<file path="src/rtl/n4by2_b2_div_sequencer.sv">
// n4by2_b2_div_sequencer
//   Two requesters (A, B) share a single 3-by-2 base-2 divider stage under
//   round-robin arbitration. Each 4-digit / 2-digit division is sequenced as
//   two iterative stage passes (STEP1, STEP2). Infeasible operations are
//   detected when the operands are accepted and bypass the stage entirely.
//   The result is held until the consumer acknowledges it.
//
// Ports:
//   clock, reset        rising-edge clock, synchronous active-high reset
//   req_a, x_a, y_a     requester A: request, dividend[3:0], divisor[1:0]
//   gnt_a               combinational grant; A's operands latch at this edge
//   req_b, x_b, y_b     requester B, same meaning as A
//   gnt_b               combinational grant for B
//   out_valid           result held until out_ack
//   out_id              requester that owns the result (0 = A, 1 = B)
//   q, r                quotient / remainder (0 when no_div)
//   no_div              operation infeasible (y == 0 or x >= 4*y)
//   out_ack             consumer takes the result; ignored outside DONE

// Single radix-2 restoring step: 3-bit partial dividend over 2-bit divisor.
// Callers guarantee d < 2*y, so the quotient is one bit and the remainder
// fits in two bits; the 2-bit modular subtract therefore gives it exactly.
module n3by2_b2_divider (
  input  logic [2:0] d,
  input  logic [1:0] y,
  output logic       q,
  output logic [1:0] r
);
  assign q = (d >= {1'b0, y});
  assign r = d[1:0] - (q ? y : 2'b00);
endmodule

module n4by2_b2_div_sequencer #(
  parameter logic RR_INIT = 1'b0
) (
  input  logic       clock,
  input  logic       reset,
  input  logic       req_a,
  input  logic [3:0] x_a,
  input  logic [1:0] y_a,
  output logic       gnt_a,
  input  logic       req_b,
  input  logic [3:0] x_b,
  input  logic [1:0] y_b,
  output logic       gnt_b,
  output logic       out_valid,
  output logic       out_id,
  output logic [1:0] q,
  output logic [1:0] r,
  output logic       no_div,
  input  logic       out_ack
);

  localparam logic [1:0] IDLE  = 2'd0;
  localparam logic [1:0] STEP1 = 2'd1;
  localparam logic [1:0] STEP2 = 2'd2;
  localparam logic [1:0] DONE  = 2'd3;

  logic [1:0] state;
  logic       ptr;        // 0: A wins next contention, 1: B wins
  logic [3:0] x_r;
  logic [1:0] y_r;
  logic       id_r;
  logic [1:0] pr_r;       // partial remainder between the two stage passes
  logic [1:0] q_r;
  logic [1:0] r_r;
  logic       nd_r;

  logic       idle_ok;
  logic       accept;
  logic [3:0] sel_x;
  logic [1:0] sel_y;
  logic       infeasible;
  logic [2:0] st_d;
  logic [1:0] st_y;
  logic       st_q;
  logic [1:0] st_r;

  // Arbitration: grants only from IDLE, and reset suppresses them outright.
  assign idle_ok = (state == IDLE) && !reset;
  assign gnt_a   = idle_ok && req_a && (!req_b || !ptr);
  assign gnt_b   = idle_ok && req_b && (!req_a ||  ptr);
  assign accept  = gnt_a || gnt_b;

  assign sel_x = gnt_b ? x_b : x_a;
  assign sel_y = gnt_b ? y_b : y_a;

  // Widened compare so 4*y is never truncated.
  assign infeasible = (sel_y == 2'd0) ||
                      ({1'b0, sel_x} >= {1'b0, sel_y, 2'b00});

  // Stage operand mux; inputs are don't-care (tied to 0) outside STEP1/STEP2.
  always_comb begin
    st_d = 3'd0;
    st_y = 2'd0;
    case (state)
      STEP1: begin
        st_d = x_r[3:1];
        st_y = y_r;
      end
      STEP2: begin
        st_d = {pr_r, x_r[0]};
        st_y = y_r;
      end
      default: ;
    endcase
  end

  n3by2_b2_divider u_stage (
    .d (st_d),
    .y (st_y),
    .q (st_q),
    .r (st_r)
  );

  always_ff @(posedge clock) begin
    if (reset) begin
      state <= IDLE;
      ptr   <= RR_INIT;
      x_r   <= 4'd0;
      y_r   <= 2'd0;
      id_r  <= 1'b0;
      pr_r  <= 2'd0;
      q_r   <= 2'd0;
      r_r   <= 2'd0;
      nd_r  <= 1'b0;
    end else begin
      case (state)
        // Accept: latch granted operands, hand priority to the other side.
        IDLE: begin
          if (accept) begin
            x_r  <= sel_x;
            y_r  <= sel_y;
            id_r <= gnt_b;
            ptr  <= gnt_a;
            q_r  <= 2'd0;
            r_r  <= 2'd0;
            nd_r <= infeasible;
            state <= infeasible ? DONE : STEP1;
          end
        end
        // First pass: upper three dividend digits.
        STEP1: begin
          q_r[1] <= st_q;
          pr_r   <= st_r;
          state  <= STEP2;
        end
        // Second pass: partial remainder with the last dividend digit.
        STEP2: begin
          q_r[0] <= st_q;
          r_r    <= st_r;
          state  <= DONE;
        end
        // Result held until acknowledged.
        default: begin
          if (out_ack) state <= IDLE;
        end
      endcase
    end
  end

  assign out_valid = (state == DONE);
  assign out_id    = id_r;
  assign q         = q_r;
  assign r         = r_r;
  assign no_div    = nd_r;

endmodule
</file>
<file path="config.mk">
export PLATFORM = sky130hd
export DESIGN_NAME = n4by2_b2_div_sequencer
export DESIGN_NICKNAME = d
export VERILOG_FILES = /design/src/rtl/n4by2_b2_div_sequencer.sv
export SDC_FILE = /design/constraint.sdc
export NUM_CORES = 1
export LEC_CHECK = 0
export CAP_MARGIN = 5
export CORE_ASPECT_RATIO = 1.2
export CORE_MARGIN = 1.5
export CORE_UTILIZATION = 30
export CTS_CLUSTER_SIZE = 28
export DETAILED_ROUTE_END_ITERATION = 10
export GPL_TIMING_DRIVEN = 0
export PLACE_DENSITY = 0.62
export RECOVER_POWER = 100
export SLEW_MARGIN = 20
export SYNTH_ARGS = -nofsm -noshare
export SYNTH_HDL_FRONTEND = slang
export SYNTH_SLANG_ARGS = --single-unit
</file>
<file path="constraint.sdc">
create_clock -name clock -period 6.5 [get_ports clock]
set_input_delay 1.3 -clock clock [delete_from_list [all_inputs] [get_ports clock]]
set_output_delay 1.3 -clock clock [all_outputs]
set_load 0.03 [all_outputs]
</file>
==> results.sh, run 1 <==
export IMPL_hold_class="reg2reg"
export IMPL_syn_inst=124
export IMPL_clock_skew_ns=0.00527
export IMPL_synth_top_family_by_area="simple AND/OR/NAND/NOR gates"
export IMPL_multi_input_area_sq_um=693
export IMPL_synth_edf_count=0
export IMPL_syn_nets=150
export IMPL_cp_required_ns=5.20
export IMPL_post_drt_wl_per_cell_um=12.8
export IMPL_ys_ff_latch=17
export IMPL_area_growth_pct=30.9
export IMPL_post_route_drc_count=2
export IMPL_dpl_hpwl_mm=1.99
export IMPL_final_nets=180
export IMPL_cts_buffer_depth=2
export IMPL_ctsResizeCount=0
export IMPL_placed_area_sq_um=1380
export IMPL_postCtsSetupBuffers=0
export IMPL_relSlewSlack_pct=63.7
export IMPL_power_density_nw_per_um2=340
export IMPL_track_usage_pct=13.6
export IMPL_fmax_mhz=206
export IMPL_rsz0062_at_grt="no"
export IMPL_hold_viol_final=0
export IMPL_drt_iter0_markers=20
export IMPL_crit_path_end_kind="primary output"
export IMPL_ys_warn_count=0
export IMPL_drv_cap=0
export IMPL_hold_slack_ns=0.470
export IMPL_async_reset_ff_share_pct=0
export IMPL_tightest_slew_ns=0.545
export IMPL_setup_tns_ns=0
export IMPL_io_buffers=25
export IMPL_yosys_area_share_simple_pct=22.3
export IMPL_tritoncts="built"
export IMPL_utilization_pct=41.8
export IMPL_path_clk_slew_ns=0.07
export IMPL_antenna_found_initial=0
export IMPL_synthMuxAreaShare_pct=11.8
export IMPL_path_class="in2out"
export IMPL_vias_per_cell=5.11
export IMPL_period_minus_slack_ns=4.86
export IMPL_cts_sinks=17
export IMPL_synth_compound_area_share_pct=18.7
export IMPL_p_leak_uw=0.000574
export IMPL_synth_seq_area_share_pct=31.4
export IMPL_synth_cell_area_sq_um=1080
export IMPL_initial_core_util_pct=31.9
export IMPL_synthDistinctLibCells=37
export IMPL_ios=26
export IMPL_antenna_cells=0
export IMPL_via_count=970
export IMPL_synth_most_common_cell="nor2_1"
export IMPL_routed_wl_mm=2.44
export IMPL_htreeDepth=1
export IMPL_grt_pass1_wl_mm=4.13
export IMPL_cts_hold_buf=0
export IMPL_placeableCoreArea_sq_um=3400
export IMPL_synth_xor_area_share_pct=0.808
export IMPL_yosysTopAreaCell="dfxtp_1"
export IMPL_die_area_sq_um=3980
export IMPL_drtAntennaViolNets=0
export IMPL_globalRouteOverflowTotal=0
export IMPL_root_buffer="clkbuf_8"
export IMPL_die_x_um=57.9
export IMPL_clock_latency_ns=0.25
export IMPL_grt_pass1_vias=921
export IMPL_synthAdderAreaFrac_pct=10.4
export IMPL_dr_pass1_iters=9
export IMPL_area_sequential_sq_um=340
export IMPL_ir_drop_uv=112
export IMPL_avgSynthCellArea_sq_um=8.74
export IMPL_gp_congestion=0.817
export IMPL_violations="DRC"
export IMPL_synth_top_cell_area_share_pct=31.4
export IMPL_fp_row_count=23
export IMPL_grt_max_degree=11
export IMPL_design_area_sq_um=1420
export IMPL_fp_dieH_um=68.8
export IMPL_worstPathMaxFanout=10
export IMPL_critical_path_arrival_ns=3.56
export IMPL_drive_gt1_share_pct=8.50
export IMPL_synth_area_leaders="dfxtp_1 31%, ha_1 10%, mux2i_1 8.3%, nor2_1 8.0%, a211oi_1 4.8%"
export IMPL_cp_start_kind="input pin"
export IMPL_numCtsBuffers=3
export IMPL_status="finished, violations left"
export IMPL_finalSetupViolations=0
export IMPL_synth_main_ff_cell="dfxtp_1"
export IMPL_finalCritPeriodShare_pct=74.8
export IMPL_drv_slew=0
export IMPL_synth_common_cells="23 x nor2_1, 17 x dfxtp_1, 9 x ha_1, 9 x mux2i_1"
export IMPL_fillerInstances=357
export IMPL_finalPower_uw=483
layout by cell type (no fill, tap or decap), types with 2 or more instances in the layout:
master           instances
nand2_1                  5
and2_1                   3
a211oi_1                 7
o21ai_0                  2
nor2b_1                  3
nor2_1                  23
clkdlybuf4s50_1         15
dlygate4sd3_1           10
nand2b_1                 3
nor3_1                   4
inv_1                    4
dfxtp_1                 17
ha_1                     9
clkbuf_8                 3
a21oi_1                  7
mux2i_1                  9
mux2_1                   2
clkbuf_1                 3
registers in the layout, summed over array words and instances, names as in the netlist:
| register | count |
|---|---|
| no_div | 1 |
| out_id | 1 |
| pr_r | 2 |
| ptr | 1 |
| q | 2 |
| r | 2 |
| state | 2 |
| x_r | 4 |
| y_r | 2 |
stage by stage:
stage / std cells / setup slack, ns
6_report: 190 / 1.64
5_1_grt: 190 / 1.56
4_1_cts: 190 / 2.15
3_5_place_dp: 186 / 2.16
3_3_place_gp: 186 / 2.16
2_1_floorplan: 124 / 3.16
per-layer routing:
metal | track usage [%] | share of wire (%) | vias up
met1 | 15.3 | 42 | 444
met3 | 1.87 | 2.9 | 4
met4 | 6.69 | 2.1 | 0
li1 | - | - | 503
met2 | 25.1 | 53 | 19
met5 | 0 | 0 | -
area by class of cell:
class | instances | area share, %
Sequential cell | 17 | 24.0
Tap cell | 37 | 3.26
Clock inverter | 1 | 0.353
Timing Repair Buffer | 25 | 17.6
Inverter | 4 | 1.06
Buffer | 5 | 1.94
Clock buffer | 3 | 2.91
Multi-Input combinational cell | 98 | 48.9
worst max-delay path: stages:
cell           delay [ns]
dlygate4sd3_1        0.59
and2b_1              0.23
and3_1               0.19
clkbuf_1             0.44
dlygate4sd3_1        0.82
power by group:
part           leakage, uW  internal, uW  switching (uW)  total [uW]
Clock            0.0000255          42.5            37.0        79.5
Sequential        0.000140           131            18.2         149
Combinational     0.000409           113             141         254
Total             0.000574           286             197         483
cell families (layout without fill, tap and decap cells):
family | count (synthesis) | after routing
AO/OA/AOI/OAI | 27 | 27
XOR/XNOR | 1 | 1
adder cells (fa/ha/maj) | 9 | 9
buffers and inverters | 9 | 38
flip-flops | 17 | 17
multiplexers | 12 | 12
AND/OR/NAND/NOR | 49 | 49
final timing paths:
| check | startpoint | end | slack [ns] | cells past startpoint |
|---|---|---|---|---|
| worst min-delay path | out_id$_SDFFE_PP0P_ | out_id$_SDFFE_PP0P_ | 0.47 | 2 |
| worst max register to register | state[0]$_SDFFE_PP0P_ | r[1]$_SDFFE_PP0P_ | 3.52 | 10 |
| worst max-delay path | reset | gnt_b | 1.64 | 5 |
| worst min register to register | out_id$_SDFFE_PP0P_ | out_id$_SDFFE_PP0P_ | 0.47 | 2 |
Note: power is estimated with default switching activity, not from simulation.
==> inputs of run 2 (changes only) <==
PLACE_DENSITY = 0.64   (was 0.62)
clock period = 3.9 ns   (was 6.5 ns; I/O delays follow)
==> results.sh, run 2 (synthesized netlist as in run 1, its figures left out) <==
export IMPL_tritoncts="built"
export IMPL_rsz0062_at_grt="no"
export IMPL_htreeDepth=1
export IMPL_worstHoldEndpoint="out_id$_SDFFE_PP0P_"
export IMPL_min_path_cells=2
export IMPL_finalSetupViolations=0
export IMPL_drv_slew=0
export IMPL_period_minus_slack_ns=3.47
export IMPL_die_x_um=57.9
export IMPL_dr_pass1_iters=7
export IMPL_drive_gt1_share_pct=7.84
export IMPL_die_area_sq_um=3980
export IMPL_tightest_slew_ns=0.594
export IMPL_placeableCoreArea_sq_um=3400
export IMPL_power_density_nw_per_um2=564
export IMPL_setup_tns_ns=0
export IMPL_io_buffers=25
export IMPL_grt_pass1_wl_mm=4.42
export IMPL_ir_drop_uv=189
export IMPL_design_area_sq_um=1420
export IMPL_reg2reg_depth=12
export IMPL_layout_common_cells="23 x nor2_1, 17 x dfxtp_1, 14 x clkdlybuf4s50_1, 11 x dlygate4sd3_1"
export IMPL_globalRouteOverflowTotal=0
export IMPL_finalCritPeriodShare_pct=89.1
export IMPL_cts_hold_buf=0
export IMPL_largest_register_ffs=4
export IMPL_vias_per_cell=5.22
export IMPL_grt_pass1_vias=1006
export IMPL_routed_wl_mm=2.43
export IMPL_gp_congestion=0.801
export IMPL_worstPathMaxFanout=10
export IMPL_critical_path_arrival_ns=2.69
export IMPL_cp_start_kind="input pin"
export IMPL_cts_sinks=17
export IMPL_fp_dieH_um=68.8
export IMPL_hold_viol_final=0
export IMPL_relSlewSlack_pct=60.1
export IMPL_path_class="in2out"
export IMPL_area_growth_pct=30.8
export IMPL_initial_core_util_pct=31.9
export IMPL_post_route_drc_count=2
export IMPL_r2r_end="r[1]$_SDFFE_PP0P_"
export IMPL_path_clk_slew_ns=0.07
export IMPL_grt_max_degree=11
export IMPL_p_leak_uw=0.000572
export IMPL_placed_area_sq_um=1380
export IMPL_drtAntennaViolNets=0
export IMPL_violations="DRC"
export IMPL_dpl_hpwl_mm=1.95
export IMPL_post_drt_wl_per_cell_um=12.8
export IMPL_min_from="out_id$_SDFFE_PP0P_"
export IMPL_antenna_found_initial=0
export IMPL_cp_required_ns=3.12
export IMPL_clock_skew_ns=0.00338
export IMPL_r2r_start="state[1]$_SDFFE_PP0P_"
export IMPL_cts_buffer_depth=2
export IMPL_final_common_cell="nor2_1"
export IMPL_antenna_cells=0
export IMPL_ctsResizeCount=0
export IMPL_rrSetupSlack_ns=0.81
export IMPL_postCtsSetupBuffers=0
export IMPL_root_buffer="clkbuf_8"
export IMPL_track_usage_pct=14.1
export IMPL_fillerInstances=339
export IMPL_fmax_mhz=288
export IMPL_status="finished, violations left"
export IMPL_numCtsBuffers=3
export IMPL_crit_path_end_kind="primary output"
export IMPL_fp_row_count=23
export IMPL_ios=26
export IMPL_clock_latency_ns=0.25
export IMPL_hold_class="reg2reg"
export IMPL_final_nets=180
export IMPL_regMostFlops="x_r"
export IMPL_via_count=992
export IMPL_drv_cap=0
export IMPL_drt_iter0_markers=23
[run 2: changes by cell type in the layout (fill, tap and decap cells not counted)]
cell and delta:
dlygate4sd3_1 +1, clkdlybuf4s50_1 -1, and2_1 +1, clkbuf_1 +1, and2_0 -1, buf_2 -1
[run 2: cell type report]
type	count	area [sq um]	area share, %
plain buffers	5	26.3	1.85
clock buffers	3	41.3	2.91
clock inverters	1	5.00	0.353
inverters	4	15.0	1.06
multi-input cells	98	693	48.9
flip-flops and latches	17	340	24.0
well taps	37	46.3	3.27
repair buffers	25	250	17.7
[run 2: layer usage]
metal	global-route usage [%]	share of wire, %	vias up
met5	0	0	-
met4	4.36	1.1	0
met3	2.05	3.7	2
met2	26.1	51	24
met1	16.6	45	461
li1	-	-	505
[run 2: where the power goes]
part	leakage (uW)	internal, uW	switching, uW
Combinational	0.000407	181	238
Clock	0.0000255	70.8	63.0
Sequential	0.000140	218	28.4
Total	0.000572	470	329
[run 2: how the worst max path moves through the flow]
stage                           from                 to  slack, ns
6_report                       reset              gnt_b       0.43
5_1_grt                        reset              gnt_b       0.35
3_5_place_dp                   reset              gnt_b       0.62
2_1_floorplan  state[1]$_SDFFE_PP0P_  r[1]$_SDFFE_PP0P_       1.28
4_1_cts                        reset              gnt_b       0.61
3_3_place_gp                   reset              gnt_b       0.60
[run 2: through the flow]
| stage | cells | utilization (%) | total power [uW] | hold WS, ns | setup WS [ns] |
|---|---|---|---|---|---|
| detailed placement | 186 | 40.6 | 686 | 0.459 | 0.619 |
| CTS | 190 | 42.0 | 819 | 0.471 | 0.610 |
| finish | 190 | 41.7 | 799 | 0.465 | 0.426 |
| floorplan | 124 | - | 566 | 0.452 | 1.28 |
| global placement | 186 | 40.6 | 673 | 0.458 | 0.604 |
| global route | 190 | 41.7 | 873 | 0.499 | 0.348 |
[run 2: worst max-delay path: stages]
cell	delay (ns)
dlygate4sd3_1	0.58
and2b_1	0.22
and3_1	0.20
buf_6	0.16
dlygate4sd3_1	0.75
